## src/rtl/rmw_seq.sv

```systemverilog
// Read-modify-write sequencer in front of the combinational 6502 ALU.
// Fetches one operand, evaluates it in the ALU, and performs the dummy-then-final double write for shift/inc ops.
module rmw_seq #(
    parameter int AW = 16,
    parameter int DW = 8
) (
    input  logic          CLK,
    input  logic          RST_N,
    input  logic          START,
    input  logic [AW-1:0] ADDR,
    input  logic [3:0]    OP,
    input  logic [DW-1:0] OPB,
    input  logic [DW-1:0] FLAG_IN,
    output logic [AW-1:0] MEM_ADDR,
    output logic          MEM_RE,
    input  logic [DW-1:0] MEM_RDATA,
    output logic          MEM_WE,
    output logic [DW-1:0] MEM_WDATA,
    output logic [DW-1:0] ALU_A,
    output logic [DW-1:0] ALU_B,
    output logic [3:0]    ALU_CTRL,
    output logic [DW-1:0] ALU_FLAG,
    input  logic [DW-1:0] ALU_OUT,
    input  logic [DW-1:0] ALU_FLAG_OUT,
    output logic          BUSY,
    output logic          DONE,
    output logic [DW-1:0] FLAG_OUT,
    output logic          FLAG_WE,
    output logic [2:0]    DBG_STATE
);

    localparam logic [3:0] C_ALU_CTRL_ASL = 4'd7;
    localparam logic [3:0] C_ALU_CTRL_LSR = 4'd8;
    localparam logic [3:0] C_ALU_CTRL_ROL = 4'd9;
    localparam logic [3:0] C_ALU_CTRL_ROR = 4'd10;
    localparam logic [3:0] C_ALU_CTRL_INC = 4'd11;
    localparam logic [3:0] C_ALU_CTRL_DEC = 4'd12;

    // Handshake: START is a request pulse honoured only while BUSY=0 (IDLE) and never queued;
    // DONE and FLAG_WE pulse together for one cycle, and FLAG_OUT then holds until the next completion.

    typedef enum logic [2:0] {
        S_IDLE = 3'd0,
        S_RD   = 3'd1,
        S_CAP  = 3'd2,
        S_EVAL = 3'd3,
        S_DWR  = 3'd4,
        S_FWR  = 3'd5,
        S_FIN  = 3'd6
    } state_t;

    state_t        state_q;
    logic [AW-1:0] addr_q;
    logic [3:0]    op_q;
    logic [DW-1:0] opb_q;
    logic [DW-1:0] flag_in_q;
    logic [DW-1:0] data_q;
    logic [DW-1:0] flag_q;
    logic [DW-1:0] flag_out_q;
    logic [AW-1:0] mem_addr_q;
    logic [DW-1:0] mem_wdata_q;
    logic          mem_re_q;
    logic          mem_we_q;
    logic          done_q;
    logic          flag_we_q;

    function automatic logic is_rmw(input logic [3:0] op);
        case (op)
            C_ALU_CTRL_ASL, C_ALU_CTRL_LSR, C_ALU_CTRL_ROL,
            C_ALU_CTRL_ROR, C_ALU_CTRL_INC, C_ALU_CTRL_DEC: return 1'b1;
            default:                                        return 1'b0;
        endcase
    endfunction

    // Strobes are registered and default low each cycle, so reset drops them without waiting for a clock.
    always_ff @(posedge CLK or negedge RST_N) begin
        if (!RST_N) begin
            state_q     <= S_IDLE;
            addr_q      <= '0;
            op_q        <= '0;
            opb_q       <= '0;
            flag_in_q   <= '0;
            data_q      <= '0;
            flag_q      <= '0;
            flag_out_q  <= '0;
            mem_addr_q  <= '0;
            mem_wdata_q <= '0;
            mem_re_q    <= 1'b0;
            mem_we_q    <= 1'b0;
            done_q      <= 1'b0;
            flag_we_q   <= 1'b0;
        end else begin
            mem_re_q    <= 1'b0;
            mem_we_q    <= 1'b0;
            mem_wdata_q <= '0;
            mem_addr_q  <= '0;
            done_q      <= 1'b0;
            flag_we_q   <= 1'b0;
            case (state_q)
                S_IDLE: begin
                    if (START) begin
                        addr_q     <= ADDR;
                        op_q       <= OP;
                        opb_q      <= OPB;
                        flag_in_q  <= FLAG_IN;
                        mem_re_q   <= 1'b1;
                        mem_addr_q <= ADDR;
                        state_q    <= S_RD;
                    end
                end
                S_RD: begin
                    state_q <= S_CAP;
                end
                S_CAP: begin
                    data_q <= MEM_RDATA;
                    if (is_rmw(op_q)) begin
                        mem_we_q    <= 1'b1;
                        mem_wdata_q <= MEM_RDATA;
                        mem_addr_q  <= addr_q;
                        state_q     <= S_DWR;
                    end else begin
                        state_q <= S_EVAL;
                    end
                end
                S_EVAL: begin
                    flag_q     <= ALU_FLAG_OUT;
                    flag_out_q <= ALU_FLAG_OUT;
                    done_q     <= 1'b1;
                    flag_we_q  <= 1'b1;
                    state_q    <= S_FIN;
                end
                S_DWR: begin
                    // ALU has seen data_q for a full cycle; its result becomes the final write.
                    flag_q      <= ALU_FLAG_OUT;
                    mem_we_q    <= 1'b1;
                    mem_wdata_q <= ALU_OUT;
                    mem_addr_q  <= addr_q;
                    state_q     <= S_FWR;
                end
                S_FWR: begin
                    flag_out_q <= flag_q;
                    done_q     <= 1'b1;
                    flag_we_q  <= 1'b1;
                    state_q    <= S_FIN;
                end
                S_FIN: begin
                    state_q <= S_IDLE;
                end
                default: begin
                    state_q <= S_IDLE;
                end
            endcase
        end
    end

    assign MEM_ADDR  = mem_addr_q;
    assign MEM_RE    = mem_re_q;
    assign MEM_WE    = mem_we_q;
    assign MEM_WDATA = mem_wdata_q;
    assign ALU_A     = data_q;
    assign ALU_B     = opb_q;
    assign ALU_CTRL  = op_q;
    assign ALU_FLAG  = flag_in_q;
    assign BUSY      = (state_q != S_IDLE);
    assign DONE      = done_q;
    assign FLAG_OUT  = flag_out_q;
    assign FLAG_WE   = flag_we_q;
    assign DBG_STATE = state_q;

endmodule

```

## config.mk

```make
export PLATFORM = sky130hd
export DESIGN_NAME = rmw_seq
export DESIGN_NICKNAME = d
export VERILOG_FILES = /design/src/rtl/rmw_seq.sv
export SDC_FILE = /design/constraint.sdc
export NUM_CORES = 1
export LEC_CHECK = 0
export ABC_AREA = 1
export ABC_CLOCK_PERIOD_IN_PS = 2150
export CAP_MARGIN = 20
export CORE_UTILIZATION = 35
export DETAILED_ROUTE_END_ITERATION = 6
export PLACE_DENSITY = 0.64
export SYNTH_ARGS = -nofsm -noshare
export SYNTH_HDL_FRONTEND = slang
export SYNTH_SLANG_ARGS = --single-unit
```

## constraint.sdc

```tcl
create_clock -name CLK -period 2.15 [get_ports CLK]
set_input_delay 0.215 -clock CLK [delete_from_list [all_inputs] [get_ports CLK]]
set_output_delay 0.215 -clock CLK [all_outputs]
set_load 0.05 [all_outputs]
```

==> results.md <==
* Syn Area/Cell at 9.00 sq um
* Final Skew at 0.0111 ns
* Num Clock Sinks at 90
* Power Dens Cells at 1680 nW/um^2
* Comb power frac at 53.9%
* Mapped Area at 3580 sq um
* Main combinational cell family by area after synthesis: simple AND/OR/NAND/NOR gates
* Register area share after synthesis at 62.9%
* Synth area leader: dfrtp_1
* Global routing usage on met2 at 27.5%
* Cts bufs inserted at 9
* R2R Path End: MEM_WDATA[6]
* Synth top area cells: dfrtp_1, nand2_1, nand3_1, o21ai_0, buf_6
* Post-synth top area share at 62.9%
* Via/cell ratio at 4.51
* Complex-gate fraction of the synthesized area at 3.77%
* Mapped Nets at 461
* Drt total wl at 8.64 mm
* Die width at 103 microns
* Slowest Stage Delay on Critical Path at 0.80 ns
* Worst skew pair latency at 0.35 ns
* Seq pwr share at 32.5%
* Die area at 10600 sq um
* Global-route wire length before repair at 13.5 mm
* P&R area growth vs syn at 44.9%
* Min cycle time layout at 2.06 ns
* Row count at 36
* Sw frac at 49.2%
* GP Congestion at 0.751
* Met3 GRT Util at 4.20%
* Mapped Cells at 398
* Synth Area in Adders at 0%
* Clock buffer depth at 2
* First-pass DRT Iterations at 4
* HP Class: in2reg
* Status: complete, no violations
* Via count at 3012
* Largest net degree at the start of global routing at 52
* Clock Pin Slew Worst Setup and Hold Paths at 0.09 ns
* NetSw at 4.28 mW
* Final #Nets at 593
* Layout cells sized above 1 at 5.61%
* Synth Register Bits at 90
* CTS tree: done
* Most common cell after layout, fill and taps aside: nand2_1
* Antenna Nets Post-Route at 0
* H-tree Lvls at 3
* Detailed Route Iter0 Violations at 109
* R2R cell count at 6
* Post-Synth Simple-Gate Area at 28.2%
* WL/cell at 12.9 microns
* IO buf count at 130
* Crit Path Category: reg2out
* Max Slew Vio Count at 0
* Data required time of the worst path at 1.93 ns
* CP max stage cell: clkdlybuf4s50_1
* VDD IR max at 1.02 mV
* Postcts setup bufs at 0
* FF-to-FF Start: DBG_STATE[2]
* Critical path arrival at 1.84 ns
* Core ar. at 9860 sq um
* Grt peak-use layer: met2
* Clock power share at 13.5%
* Fmax at 0.486 GHz
* Final hold vios at 0
* Ports at 131
* Final hold slack at 0.398 ns
* Worst setup SP type: flop
* Vias in the first global route at 2861
* CTS root buf: clkbuf_8
* Power Internal at 4.43 mW
* Rel. slew slack at 56.7%
* Total power draw at 8.72 mW
* DRC viols at 0
* Mux contribution to synthesized area at 0%
* P_leak at 2.54 nW
* Crit. End Element: output pin
* DP HPWL at 5.90 mm
* End of the worst hold path: ALU_FLAG[3]
* Yosys cell types at 16
* Final setup vio count at 0
* Initial antenna violation count at 0
* Reg2Reg Setup Slack at 0.52 ns
* Finished Core Util at 52.6%
* WHS Path Cells at 3
* Post-Synth XOR/XNOR Area at 0%
* Crit path max fanout at 6
* Die height at 103 microns
* GRT Util Overall at 16.7%
* RSZ-0062 raised after global routing: false
* Max-Cap Viols at 0
* M1 GR Usage at 21.3%
* Crit share post-route at 95.7%
* Least-Margin Pin Slew at 0.648 ns
* Fin Setup TNS at 0 ns
* GR Overflow Total at 0
* HP Start: FLAG_IN[3]
* Commonest non-fill, non-tap cells in the layout: nand2_1, clkdlybuf4s50_1, dfrtp_1
* Synthesis warning total at 0
* Antenna cells at 0
* Initial Util at 36.3%
* Crit path cell chain: nor2_4 -> nand2_1 -> clkdlybuf4s50_1
==> cells in the mapped netlist <==
cell type and number:
inv_2 2, nand3_1 36, dfrtp_1 90, nor2_4 2, nor2_1 2, nand2_1 204, nand3_2 2, buf_1 1
nand2_2 2, o21ai_0 24, buf_6 6, inv_1 16, a21oi_1 1, buf_4 3, buf_2 5, o21ai_1 2
==> power by group through the flow <==
stage          sequential (mW)  combinational, mW  clock, mW
6_report                  2.83               4.70       1.18
5_1_grt                   2.93               5.07       1.27
4_1_cts                   2.83               4.77       1.21
3_5_place_dp              2.85               4.77          0
3_3_place_gp              2.84               4.69          0
2_1_floorplan             4.66               1.37          0
==> through the flow <==
stage / instances / setup slack (ns) / cell area [sq um]
floorplan: 398 / 0.589 / 3580
global placement: 651 / 0.482 / 4980
detailed placement: 651 / 0.438 / 4980
CTS: 668 / 0.0752 / 5190
global route: 668 / 0.0125 / 5190
finish: 668 / 0.0925 / 5190
==> flip-flops by register name, summed over array words and instances (netlist names) <==
name and count:
ALU_A 8, ALU_B 8, ALU_CTRL 4, ALU_FLAG 8
DBG_STATE 3, FLAG_OUT 8, FLAG_WE 1, MEM_ADDR 16
MEM_RE 1, MEM_WDATA 8, MEM_WE 1, addr_q 16
flag_q 8
==> cell families after synthesis <==
kind of cell / after synthesis
AOI/OAI and AO/OA: 27
and+or+nand+nor: 248
buffers and inverters: 33
DFF: 90
==> worst max-delay path by stage <==
stage / from / to / slack (ns) / cells after the start
after floorplan: DBG_STATE[0] / FLAG_OUT[0] / 0.59 / 5
after global placement: ALU_CTRL[2] / MEM_WDATA[6] / 0.48 / 5
after detailed placement: START / MEM_ADDR[11] / 0.44 / 5
after CTS: DBG_STATE[0] / BUSY / 0.08 / 3
after global routing: DBG_STATE[0] / BUSY / 0.01 / 3
final: DBG_STATE[0] / BUSY / 0.09 / 3
==> layer usage <==
layer  vias up  wire length (microns)
li1       1507                      -
met1      1411                   3800
met2        84                   4200
met3        10                    503
met4         0                    136
met5         -                      0
==> what timing repair did <==
action | in CTS | in global routing
gates resized for setup | 0 | 0
endpoints found under the hold margin | 49 | 0
hold buffers | 1 | 0
==> critical path, delay by kind of cell (launching register included) <==
family	cells	cell delay (ns)
buffers and inverters	1	0.80
DFF	1	0.53
and+or+nand+nor	2	0.17
==> final cells by class <==
cell class	count	area [sq um]
Fill cell	927	4670
Sequential cell	90	2250
Timing Repair Buffer	136	1360
Multi-Input combinational cell	275	1140
Tap cell	133	166
Clock buffer	9	124
Clock inverter	7	77.6
Inverter	18	67.6
No activity file was read; power rests on OpenSTA's default activity.
